--- src/rtl/control_sequencer_if.sv ---
// Datapath-side bundle of the control sequencer: IR and memory-ready in,
// per-T-step bus/load strobes and register selects out.
interface control_sequencer_if #(
  parameter int DATA_W = 32,
  parameter int NREG   = 16,
  parameter int OP_W   = 5
);
  logic [DATA_W-1:0] ir;
  logic              mem_ready;
  logic              pc_out;
  logic              inc_pc;
  logic              z_in;
  logic              zlo_out;
  logic              pc_in;
  logic              mar_in;
  logic              mem_rd;
  logic              mdr_read;
  logic              mdr_in;
  logic              mdr_out;
  logic              ir_in;
  logic              y_in;
  logic [OP_W-1:0]   alu_op;
  logic [NREG-1:0]   reg_out;
  logic [NREG-1:0]   reg_in;

  modport master (
    input  ir, mem_ready,
    output pc_out, inc_pc, z_in, zlo_out, pc_in, mar_in, mem_rd, mdr_read,
           mdr_in, mdr_out, ir_in, y_in, alu_op, reg_out, reg_in
  );

  modport slave (
    output ir, mem_ready,
    input  pc_out, inc_pc, z_in, zlo_out, pc_in, mar_in, mem_rd, mdr_read,
           mdr_in, mdr_out, ir_in, y_in, alu_op, reg_out, reg_in
  );
endinterface

--- src/rtl/control_sequencer.sv ---
// Hardwired T-step control unit: fetch (T0-T2), decode, and register-register
// ALU execute (T3-T5), with run/single-step control and halt/illegal stop.
module control_sequencer #(
  parameter int                   DATA_W     = 32,
  parameter int                   NREG       = 16,
  parameter int                   OP_W       = 5,
  parameter logic [2**OP_W-1:0]   RTYPE_MASK = 32'h0000_7FF8,
  parameter logic [OP_W-1:0]      HALT_OP    = 5'b11011,
  parameter logic [OP_W-1:0]      NOP_OP     = 5'b11010
) (
  input  logic                clk,
  input  logic                clr,
  input  logic                run,
  input  logic                step,
  control_sequencer_if.master bus,
  output logic                halted,
  output logic                illegal,
  output logic                busy
);
  localparam int RF_W = (NREG > 1) ? $clog2(NREG) : 1;

  typedef enum logic [3:0] {IDLE, T0, T1, T2, DEC, T3, T4, T5, GATE, HALT} state_t;

  typedef struct packed {
    logic pc_out, inc_pc, z_in, zlo_out, pc_in, mar_in;
    logic mem_rd, mdr_read, mdr_in, mdr_out, ir_in, y_in;
  } strobe_t;

  state_t          state, state_n;
  strobe_t         strb, strb_n;
  logic [NREG-1:0] reg_out_q, reg_out_n, reg_in_q, reg_in_n;
  logic [OP_W-1:0] alu_op_q, alu_op_n;
  logic            step_pend, step_pend_n, illegal_n;
  logic [OP_W-1:0] op;
  logic [RF_W-1:0] ra, rb, rc;

  // Operand fields sit directly below the opcode; the low IR bits are don't-care here.
  logic unused_ir_bits;
  assign unused_ir_bits = ^bus.ir;

  assign op = bus.ir[DATA_W-1 -: OP_W];
  assign ra = bus.ir[DATA_W-OP_W-1 -: RF_W];
  assign rb = bus.ir[DATA_W-OP_W-RF_W-1 -: RF_W];
  assign rc = bus.ir[DATA_W-OP_W-2*RF_W-1 -: RF_W];

  function automatic logic [NREG-1:0] onehot(input logic [RF_W-1:0] f);
    logic [NREG-1:0] v;
    logic [RF_W-1:0] idx;
    v        = '0;
    idx      = RF_W'(int'(f) % NREG);
    v[idx]   = 1'b1;
    return v;
  endfunction

  always_comb begin
    state_n     = state;
    step_pend_n = step_pend;
    illegal_n   = illegal;
    if (step && !run) step_pend_n = 1'b1;

    case (state)
      IDLE:    if (run || step || step_pend) state_n = T0;
      T0:      state_n = T1;
      T1:      if (bus.mem_ready) state_n = T2;
      T2:      state_n = DEC;
      DEC: begin
        if (op == HALT_OP)       state_n = HALT;
        else if (op == NOP_OP)   state_n = GATE;
        else if (RTYPE_MASK[op]) state_n = T3;
        else begin
          state_n   = HALT;
          illegal_n = 1'b1;
        end
      end
      T3:      state_n = T4;
      T4:      state_n = T5;
      T5:      state_n = GATE;
      GATE: begin
        step_pend_n = 1'b0;
        state_n     = run ? T0 : IDLE;
      end
      HALT:    state_n = HALT;
      default: state_n = IDLE;
    endcase
  end

  // Outputs are decoded from the next state and registered with it, so each
  // strobe is a clean Moore output for the whole cycle of its T-step.
  always_comb begin
    strb_n    = '0;
    reg_out_n = '0;
    reg_in_n  = '0;
    alu_op_n  = alu_op_q;

    case (state_n)
      T0: begin
        strb_n.pc_out = 1'b1;
        strb_n.mar_in = 1'b1;
        strb_n.inc_pc = 1'b1;
        strb_n.z_in   = 1'b1;
      end
      T1: begin
        strb_n.mem_rd   = 1'b1;
        strb_n.mdr_read = 1'b1;
        strb_n.mdr_in   = 1'b1;
        if (state != T1) begin
          strb_n.zlo_out = 1'b1;
          strb_n.pc_in   = 1'b1;
        end
      end
      T2: begin
        strb_n.mdr_out = 1'b1;
        strb_n.ir_in   = 1'b1;
      end
      T3: begin
        strb_n.y_in = 1'b1;
        reg_out_n   = onehot(rb);
      end
      T4: begin
        strb_n.z_in = 1'b1;
        reg_out_n   = onehot(rc);
        alu_op_n    = op;
      end
      T5: begin
        strb_n.zlo_out = 1'b1;
        reg_in_n       = onehot(ra);
      end
      default: ;
    endcase
  end

  always_ff @(posedge clk or negedge clr) begin
    if (!clr) begin
      state     <= IDLE;
      strb      <= '0;
      reg_out_q <= '0;
      reg_in_q  <= '0;
      alu_op_q  <= '0;
      step_pend <= 1'b0;
      illegal   <= 1'b0;
      halted    <= 1'b0;
      busy      <= 1'b0;
    end else begin
      state     <= state_n;
      strb      <= strb_n;
      reg_out_q <= reg_out_n;
      reg_in_q  <= reg_in_n;
      alu_op_q  <= alu_op_n;
      step_pend <= step_pend_n;
      illegal   <= illegal_n;
      halted    <= (state_n == HALT);
      busy      <= (state_n != IDLE) && (state_n != HALT);
    end
  end

  assign bus.pc_out   = strb.pc_out;
  assign bus.inc_pc   = strb.inc_pc;
  assign bus.z_in     = strb.z_in;
  assign bus.zlo_out  = strb.zlo_out;
  assign bus.pc_in    = strb.pc_in;
  assign bus.mar_in   = strb.mar_in;
  assign bus.mem_rd   = strb.mem_rd;
  assign bus.mdr_read = strb.mdr_read;
  assign bus.mdr_in   = strb.mdr_in;
  assign bus.mdr_out  = strb.mdr_out;
  assign bus.ir_in    = strb.ir_in;
  assign bus.y_in     = strb.y_in;
  assign bus.alu_op   = alu_op_q;
  assign bus.reg_out  = reg_out_q;
  assign bus.reg_in   = reg_in_q;
endmodule

--- src/flat_wrapper.sv ---
// flat-port wrapper written by rule: the top's interface ports become plain ports
module control_sequencer_flat 
#(
  parameter int                   DATA_W     = 32,
  parameter int                   NREG       = 16,
  parameter int                   OP_W       = 5,
  parameter logic [2**OP_W-1:0]   RTYPE_MASK = 32'h0000_7FF8,
  parameter logic [OP_W-1:0]      HALT_OP    = 5'b11011,
  parameter logic [OP_W-1:0]      NOP_OP     = 5'b11010
)
  (clk, clr, run, step, halted, illegal, busy, bus_ir, bus_mem_ready, bus_pc_out, bus_inc_pc, bus_z_in, bus_zlo_out, bus_pc_in, bus_mar_in, bus_mem_rd, bus_mdr_read, bus_mdr_in, bus_mdr_out, bus_ir_in, bus_y_in, bus_alu_op, bus_reg_out, bus_reg_in);
  control_sequencer_if #(.DATA_W(DATA_W), .NREG(NREG), .OP_W(OP_W)) bus_i ();
  input  logic clk;
  input  logic clr;
  input  logic run;
  input  logic step;
  output logic halted;
  output logic illegal;
  output logic busy;
  input wire logic [$bits(bus_i.ir)-1:0] bus_ir;
  input wire logic [$bits(bus_i.mem_ready)-1:0] bus_mem_ready;
  output wire logic [$bits(bus_i.pc_out)-1:0] bus_pc_out;
  output wire logic [$bits(bus_i.inc_pc)-1:0] bus_inc_pc;
  output wire logic [$bits(bus_i.z_in)-1:0] bus_z_in;
  output wire logic [$bits(bus_i.zlo_out)-1:0] bus_zlo_out;
  output wire logic [$bits(bus_i.pc_in)-1:0] bus_pc_in;
  output wire logic [$bits(bus_i.mar_in)-1:0] bus_mar_in;
  output wire logic [$bits(bus_i.mem_rd)-1:0] bus_mem_rd;
  output wire logic [$bits(bus_i.mdr_read)-1:0] bus_mdr_read;
  output wire logic [$bits(bus_i.mdr_in)-1:0] bus_mdr_in;
  output wire logic [$bits(bus_i.mdr_out)-1:0] bus_mdr_out;
  output wire logic [$bits(bus_i.ir_in)-1:0] bus_ir_in;
  output wire logic [$bits(bus_i.y_in)-1:0] bus_y_in;
  output wire logic [$bits(bus_i.alu_op)-1:0] bus_alu_op;
  output wire logic [$bits(bus_i.reg_out)-1:0] bus_reg_out;
  output wire logic [$bits(bus_i.reg_in)-1:0] bus_reg_in;
  assign bus_i.ir = bus_ir;
  assign bus_i.mem_ready = bus_mem_ready;
  assign bus_pc_out = bus_i.pc_out;
  assign bus_inc_pc = bus_i.inc_pc;
  assign bus_z_in = bus_i.z_in;
  assign bus_zlo_out = bus_i.zlo_out;
  assign bus_pc_in = bus_i.pc_in;
  assign bus_mar_in = bus_i.mar_in;
  assign bus_mem_rd = bus_i.mem_rd;
  assign bus_mdr_read = bus_i.mdr_read;
  assign bus_mdr_in = bus_i.mdr_in;
  assign bus_mdr_out = bus_i.mdr_out;
  assign bus_ir_in = bus_i.ir_in;
  assign bus_y_in = bus_i.y_in;
  assign bus_alu_op = bus_i.alu_op;
  assign bus_reg_out = bus_i.reg_out;
  assign bus_reg_in = bus_i.reg_in;
  control_sequencer #(.DATA_W(DATA_W), .NREG(NREG), .OP_W(OP_W), .RTYPE_MASK(RTYPE_MASK), .HALT_OP(HALT_OP), .NOP_OP(NOP_OP)) u_core (.clk(clk), .clr(clr), .run(run), .step(step), .bus(bus_i), .halted(halted), .illegal(illegal), .busy(busy));
endmodule
--- config.mk ---
export PLATFORM = sky130hd
export DESIGN_NAME = control_sequencer_flat
export DESIGN_NICKNAME = d
export VERILOG_FILES = /design/src/rtl/control_sequencer_if.sv /design/src/rtl/control_sequencer.sv /design/src/flat_wrapper.sv
export SDC_FILE = /design/constraint.sdc
export NUM_CORES = 1
export LEC_CHECK = 0
export CAP_MARGIN = 20
export CORE_MARGIN = 4
export CORE_UTILIZATION = 30
export DETAILED_ROUTE_END_ITERATION = 8
export PLACE_DENSITY_LB_ADDON = 0.1
export SYNTH_ARGS = -nofsm -noshare
export SYNTH_HDL_FRONTEND = slang
export SYNTH_SLANG_ARGS = --single-unit
--- constraint.sdc ---
create_clock -name clk -period 1.9 [get_ports clk]
set_clock_uncertainty 0.2 [all_clocks]
set_input_delay 0.475 -clock clk [delete_from_list [all_inputs] [get_ports clk]]
set_output_delay 0.475 -clock clk [all_outputs]
set_load 0.05 [all_outputs]
==> summary.md, run 1 <==
| Metric | Value |
|---|---|
| Critical path data arrival time | approximately 1900 ps |
| Largest net degree at the start of global routing | 53 |
| CTS max path bufs | 2 |
| CORE AREA | around 0.0068 mm^2 |
| # DRC | 0 |
| Post-synth top area share | 0.618 |
| Post-synthesis cell type count | 40 |
| Die X | 91.8 um |
| Max Cap Viol | 0 |
| Number of core rows | 30 |
| Top cells by area, synth | dfrtp_1, o22ai_1, nand2b_1 |
| R2R Setup Slk | 90 ps |
| First-pass GRT wire length | 8760 um |
| Antenna diodes | 0 |
| Clock Latency Late Sink | 310 ps |
| PwrDens | 1240 mW/mm^2 |
| Async S/R FF share, synth | 1.00 |
| Synth cell count leaders | dfrtp_1, nor2_1, o22ai_1 |
| Most common cell in the netlist | dfrtp_1 |
| Buffers on Ports | 73 |
| Leak | 1.62 nW |
| Status | finished, final reports clean |
| Total negative setup slack | 0 ps |
| Overall power | ~4.5 mW |
| Mapped Area | 0.00210 mm^2 |
| Primary FF master, synth | dfrtp_1 |
| Fill count | 612 |
| Die area | 0.00842 mm^2 |
| DP HPWL | 3970 um |
| Slew HR | 0.736 |
| Root Buffer | clkbuf_8 |
| Critical Path Max Stage Delay | 430 ps |
| Hold slack final | 343 ps |
| Initial antenna violation count | 0 |
| Die height | 91.8 um |
| Fin crit share | 0.973 |
| Fmax | 0.541 GHz |
| CTS Buf Count | 5 |
| Min-Delay Path Class | register to register |
| Synth Instances | roughly 180 |
| Final Slew Violations | 0 |
| Vias in the first global route | 1756 |
| CP required | 1960 ps |
| Critical path, cell by cell | dlygate4sd2_1 > and4_1 > or3_4 > buf_4 > a21oi_4 > nand2b_4 > a21o_1 |
| Flops & latches, synth | 52 |
| Layout cell share with drive strength beyond 1 | 0.428 |
| Drt total wl | 5240 um |
| Yosys warning count | 0 |
| Fin. Hold Viols | 0 |
| Overall Global Routing Usage | 0.130 |
| Crit-path max FO | 6 |
| Final setup fails | 0 |
| Setup CP Type | input port to register |
| Largest area contributor in the netlist | dfrtp_1 |
| I/O Pins | 89 |
| EDFF count, synth | 0 |
| CP Capture Type | register |
| DRT iter0 DRCs | 63 |
| Tmin final | 1850 ps |
| Detailed Routing Iterations Pass 1 | 4 |
| Syn-to-layout area delta | 73.1% |
| Wire per inst | 14.3 um |
| Nets | 307 |
| TritonCTS clock tree | built |
| ANT nets after route | 0 |
| Initial core utilization | 0.310 |
| Vias per cell | between 4 and 5 |
| Clk slew on worst S/H paths | 100 ps |
| Actual slew at the worst max-slew pin | 396 ps |
| Gr ovfl total | 0 |
| Worst Setup Start Kind | input port |
| GPL Wtd Cong | 0.757 |
| H-tree Lvls | 2 |
| Sequential area share after synthesis | 0.618 |
| # clock sinks | 52 |
| Synth Area per Inst | 11.8 um^2 |
| CP max-delay cell | or3_4 |
| Mapped Nets | 216 |
| Vias | 1667 |
| RSZ-0062 raised after global routing | true |
| Peak supply drop | 0.000791 V |
## kinds of logic after synthesis
| group | Yosys count | share of synthesized area |
|---|---|---|
| muxes | 5 | 0.0268 |
| DFF | 52 | 0.618 |
| buffers and inverters | 17 | 0.0523 |
| and+or+nand+nor | 71 | 0.193 |
| AOI/OAI and AO/OA | 34 | 0.110 |
## report_power, final
part / leakage (nW) / internal, mW / switching [mW] / total [mW]
Combinational: 0.882 / 1.16 / 1.16 / 2.32
Sequential: 0.693 / 1.29 / 0.262 / 1.56
Clock: 0.0404 / 0.262 / 0.384 / 0.646
## state kept, by name (all words and copies together), names as in the netlist
register / flops
u_core.bus.reg_in: 16
u_core.bus.reg_out: 16
u_core.bus.alu_op: 5
u_core.state: 4
u_core.bus.inc_pc: 1
u_core.bus.ir_in: 1
u_core.bus.mdr_in: 1
u_core.bus.pc_in: 1
u_core.bus.y_in: 1
u_core.bus.z_in: 1
u_core.bus.zlo_out: 1
u_core.busy: 1
u_core.halted: 1
u_core.illegal: 1
u_core.step_pend: 1
## metrics by stage
step | utilization | cell area (um^2) | setup slack (ps) | cells
global placement | 0.502 | 3410 | -535 | 356
finish | 0.536 | 3640 | 50.6 | 367
floorplan | - | 2100 | 56.3 | 179
CTS | 0.529 | 3590 | 0.626 | 367
global route | 0.536 | 3640 | -36.8 | 367
detailed placement | 0.502 | 3410 | -547 | 356
## critical path: cells and delay by family
| family | cells | cell delay, ps |
|---|---|---|
| compound gates | 2 | 240 |
| buf+inv | 2 | 430 |
| simple gates | 3 | 760 |
## cell type report
| class | count | area, um^2 | area share |
|---|---|---|---|
| tap | 96 | 120 | 0.0330 |
| timing repair buffer | 94 | 1290 | 0.353 |
| sequential | 52 | 1300 | 0.358 |
| clock inverter | 3 | 23.8 | 0.00653 |
| inverter | 7 | 27.5 | 0.00756 |
| multi-input combinational | 110 | 812 | 0.223 |
| clock buffer | 5 | 68.8 | 0.0189 |
## layout by cell type (no fill, tap or decap), types with 2 or more instances in the layout
cell              n
nand2b_4          2
nor3_1            4
dfrtp_1          51
o21ai_2           2
inv_1             6
clkdlybuf4s50_1  14
buf_4            29
clkbuf_8          5
nand2b_1         11
clkinvlp_4        2
or2_2             2
and3_1            4
nand2_2           2
nand2_1           7
mux2_2            5
a21oi_1           3
nand3b_1          2
nor2_1           18
buf_12           43
nor3_4            2
o22ai_2           5
o22ai_1          12
nand4b_1          2
dlygate4sd2_1     5
o211ai_1          2
o21ai_0           2
## final timing paths
check	start	to	cells after the start
hold / removal	u_core.illegal$_DFFE_PN0P_	u_core.illegal$_DFFE_PN0P_	1
min in group asynchronous	clr	u_core.bus.reg_in[7]$_DFF_PN0_	3
setup / recovery	bus_ir[29]	u_core.busy$_DFF_PN0_	7
hold reg to reg	u_core.illegal$_DFFE_PN0P_	u_core.illegal$_DFFE_PN0P_	1
setup reg to reg	u_core.state[0]$_DFF_PN0_	u_core.busy$_DFF_PN0_	5
max in group asynchronous	clr	u_core.state[1]$_DFF_PN0_	3
## what timing repair did
| item | CTS | global route |
|---|---|---|
| resized for setup | 21 | 9 |
| setup endpoints to repair | 21 | 12 |
| pin swaps | 12 | 5 |
| hold buffers | 1 | 0 |
| buffers inserted | 2 | 0 |
| hold endpoints to repair | 52 | 0 |
| gates cloned | 0 | 0 |
## layer usage
layer | track usage | up-vias | wire length (um)
met3 | 0.0435 | 7 | 418
met4 | 0.0520 | 0 | 107
met5 | 0 | - | 0
met1 | 0.163 | 785 | 2240
met2 | 0.208 | 67 | 2480
li1 | - | 808 | -
No activity file was read; power rests on OpenSTA's default activity.
==> run 2: changes to the inputs <==
--- a/config.mk
+++ b/config.mk
@@ -6,6 +6,7 @@
 export NUM_CORES = 1
 export LEC_CHECK = 0
 export CAP_MARGIN = 20
+export CORE_ASPECT_RATIO = 0.7
 export CORE_MARGIN = 4
 export CORE_UTILIZATION = 30
 export DETAILED_ROUTE_END_ITERATION = 8
==> summary.md, run 2 (synthesis gave the netlist of run 1 again) <==
| Metric | Value |
|---|---|
| Commonest non-fill, non-tap cell in the layout | dfrtp_1 |
| Worst Setup Start Kind | input port |
| Final Slew Violations | 0 (unchanged) |
| Hold slack final | 344 ps (+1.20 ps) |
| Setup CP Type | input port to register |
| Die area | 0.00844 mm^2 (+0.25%) |
| Multi-input logic area | 758 um^2 (-6.6%) |
| Buffers on Ports | 73 (unchanged) |
| Max Cap Viol | 0 (unchanged) |
| Pint | 2.72 mW (unchanged) |
| I/O Pins | 89 (unchanged) |
| Root Buffer | clkbuf_8 |
| Leak | 1.62 nW (about the same) |
| GPL Wtd Cong | 0.722 (-4.7%) |
| Sequential share of power | 0.345 (about the same) |
| H-tree Lvls | 2 (unchanged) |
| Commonest non-fill, non-tap cells in the layout | dfrtp_1, buf_12, buf_4 |
| PwrDens | 1240 mW/mm^2 (-0.27%) |
| Die height | 78.1 um (-15%) |
| Crit-path max FO | 4 (-2) |
| DRT iter0 DRCs | 51 (-19%) |
| Actual slew at the worst max-slew pin | 359 ps (-37.0 ps) |
| Drt total wl | 5260 um (+0.44%) |
| Min-Delay Path Class | input port to register |
| DP HPWL | 4030 um (+1.6%) |
| Peak supply drop | 0.000966 V (+22%) |
| R2R Setup Slk | 90 ps (about the same) |
| Vias per cell | 4.54 (-0.15%) |
| Final setup fails | 0 (unchanged) |
| CP Capture Type | register |
| Initial antenna violation count | 0 (unchanged) |
| Nets | 308 (+0.33%) |
| Fmax | 0.546 GHz (+0.93%) |
| Fill count | 601 (-1.8%) |
| Post-Place Cells | 355 (-0.28%) |
| Vias | 1660 (-0.42%) |
| TritonCTS clock tree | built |
| Fin crit share | 0.964 (-0.00893) |
| Antenna diodes | 0 (unchanged) |
| Critical path data arrival time | 1830 ps (-80 ps) |
| Clk slew on worst S/H paths | 100 ps (about the same) |
| Number of core rows | 25 (-17%) |
| Detailed Routing Iterations Pass 1 | 4 (unchanged) |
| Power share of the clock group | 0.141 (-0.002) |
| CTS Buf Count | 5 (unchanged) |
| Logic pwr share | 0.514 (about the same) |
| Switching power | 1.80 mW (-0.68%) |
| Status | finished, final reports clean |
| Fin. Hold Viols | 0 (unchanged) |
| Wire per inst | 14.4 um (+0.71%) |
| ANT nets after route | 0 (unchanged) |
| CORE AREA | 0.00679 mm^2 (about the same) |
| # DRC | 0 (unchanged) |
| Largest net degree at the start of global routing | 53 (unchanged) |
| RSZ-0062 raised after global routing | false |
| CP required | 1900 ps (-60 ps) |
| Overall Global Routing Usage | 0.127 (-0.00338) |
| Initial core utilization | 0.310 (about the same) |
| Gr ovfl total | 0 (unchanged) |
| # clock sinks | 52 (unchanged) |
| CTS max path bufs | 2 (unchanged) |
| Overall power | 4.51 mW (-0.27%) |
| Die X | 108 um (+18%) |
| Layout cell share with drive strength beyond 1 | 0.408 (-0.0200) |
| Slew HR | 0.761 (+0.0247) |
| Sw frac | 0.398 (-0.00164) |
| Syn-to-layout area delta | 73.1% (unchanged) |
| First-pass GRT wire length | 8370 um (-4.5%) |
| Vias in the first global route | 1663 (-5.3%) |
| Tmin final | 1830 ps (-17.0 ps) |
| Layout Cells excl Fill | 366 (-0.27%) |
| Seq. cell area | 0.00130 mm^2 (about the same) |
| Clock Latency Late Sink | 300 ps (about the same) |
[run 2: cell types whose count changed in the layout (fill, tap and decap cells not counted), moves of 2 or more]
cell / before / now
buf_12: 43 / 47
o22ai_1: 12 / 16
o22ai_2: 5 / 1
buf_4: 29 / 26
nand2b_1: 11 / 13
nand2b_4: 2 / 0
[run 2: power groups by stage]
| stage | registers (mW) | clock network, mW | logic (mW) |
|---|---|---|---|
| 6_report | 1.56 | 0.637 | 2.32 |
| 5_1_grt | 1.59 | 0.701 | 2.45 |
| 4_1_cts | 1.54 | 0.662 | 2.29 |
| 3_5_place_dp | 1.56 | 0 | 2.22 |
| 3_3_place_gp | 1.56 | 0 | 2.21 |
| 2_1_floorplan | 1.87 | 0 | 0.808 |
[run 2: per-layer routing]
metal | global-route usage | vias to the layer above | wire length [um]
met5 | 0 | - | 0
met4 | 0.0303 | 0 | 25
met3 | 0.0427 | 2 | 389
met2 | 0.181 | 43 | 2320
met1 | 0.186 | 803 | 2530
li1 | - | 812 | -
[run 2: worst paths after layout]
| check | start | to | cells past startpoint |
|---|---|---|---|
| worst min-delay path | step | u_core.step_pend$_DFFE_PN0P_ | 3 |
| worst min register to register | u_core.illegal$_DFFE_PN0P_ | u_core.illegal$_DFFE_PN0P_ | 1 |
| worst max register to register | u_core.state[1]$_DFF_PN0_ | u_core.busy$_DFF_PN0_ | 5 |
| max in group asynchronous | clr | u_core.state[0]$_DFF_PN0_ | 3 |
| worst max-delay path | bus_ir[29] | u_core.busy$_DFF_PN0_ | 6 |
| min in group asynchronous | clr | u_core.bus.reg_out[15]$_DFF_PN0_ | 3 |
[run 2: stage by stage]
stage | setup TNS, ps | util | setup slack (ps) | instance area, um^2
after floorplan | 0 | - | 56.3 | 2100
after global placement | -10210 | 0.511 | -535 | 3470
after detailed placement | -10800 | 0.511 | -533 | 3470
after CTS | 0 | 0.532 | 31.9 | 3610
after global routing | 0 | 0.537 | 3.17 | 3640
final | 0 | 0.537 | 67.5 | 3640
[run 2: worst max-delay path, cell delays in order]
cell,delay [ps]
dlygate4sd2_1,250
nand4b_1,230
o21ai_2,200
nand3_2,110
or3b_4,400
a21o_1,170
[run 2: area by class of cell]
| class | count | area share |
|---|---|---|
| Clock buffer | 6 | 0.0199 |
| Clock inverter | 2 | 0.00447 |
| Inverter | 7 | 0.00756 |
| Multi-Input combinational cell | 110 | 0.208 |
| Sequential cell | 52 | 0.358 |
| Tap cell | 94 | 0.0323 |
| Timing Repair Buffer | 95 | 0.370 |
[run 2: repair_timing]
item / in CTS / in global routing
hold buffers: 1 / 0
endpoints found under the setup margin: 21 / 26
pin swaps: 13 / 6
gates resized for setup: 14 / 9
buffers inserted: 2 / 0
hold endpoints to repair: 52 / 0
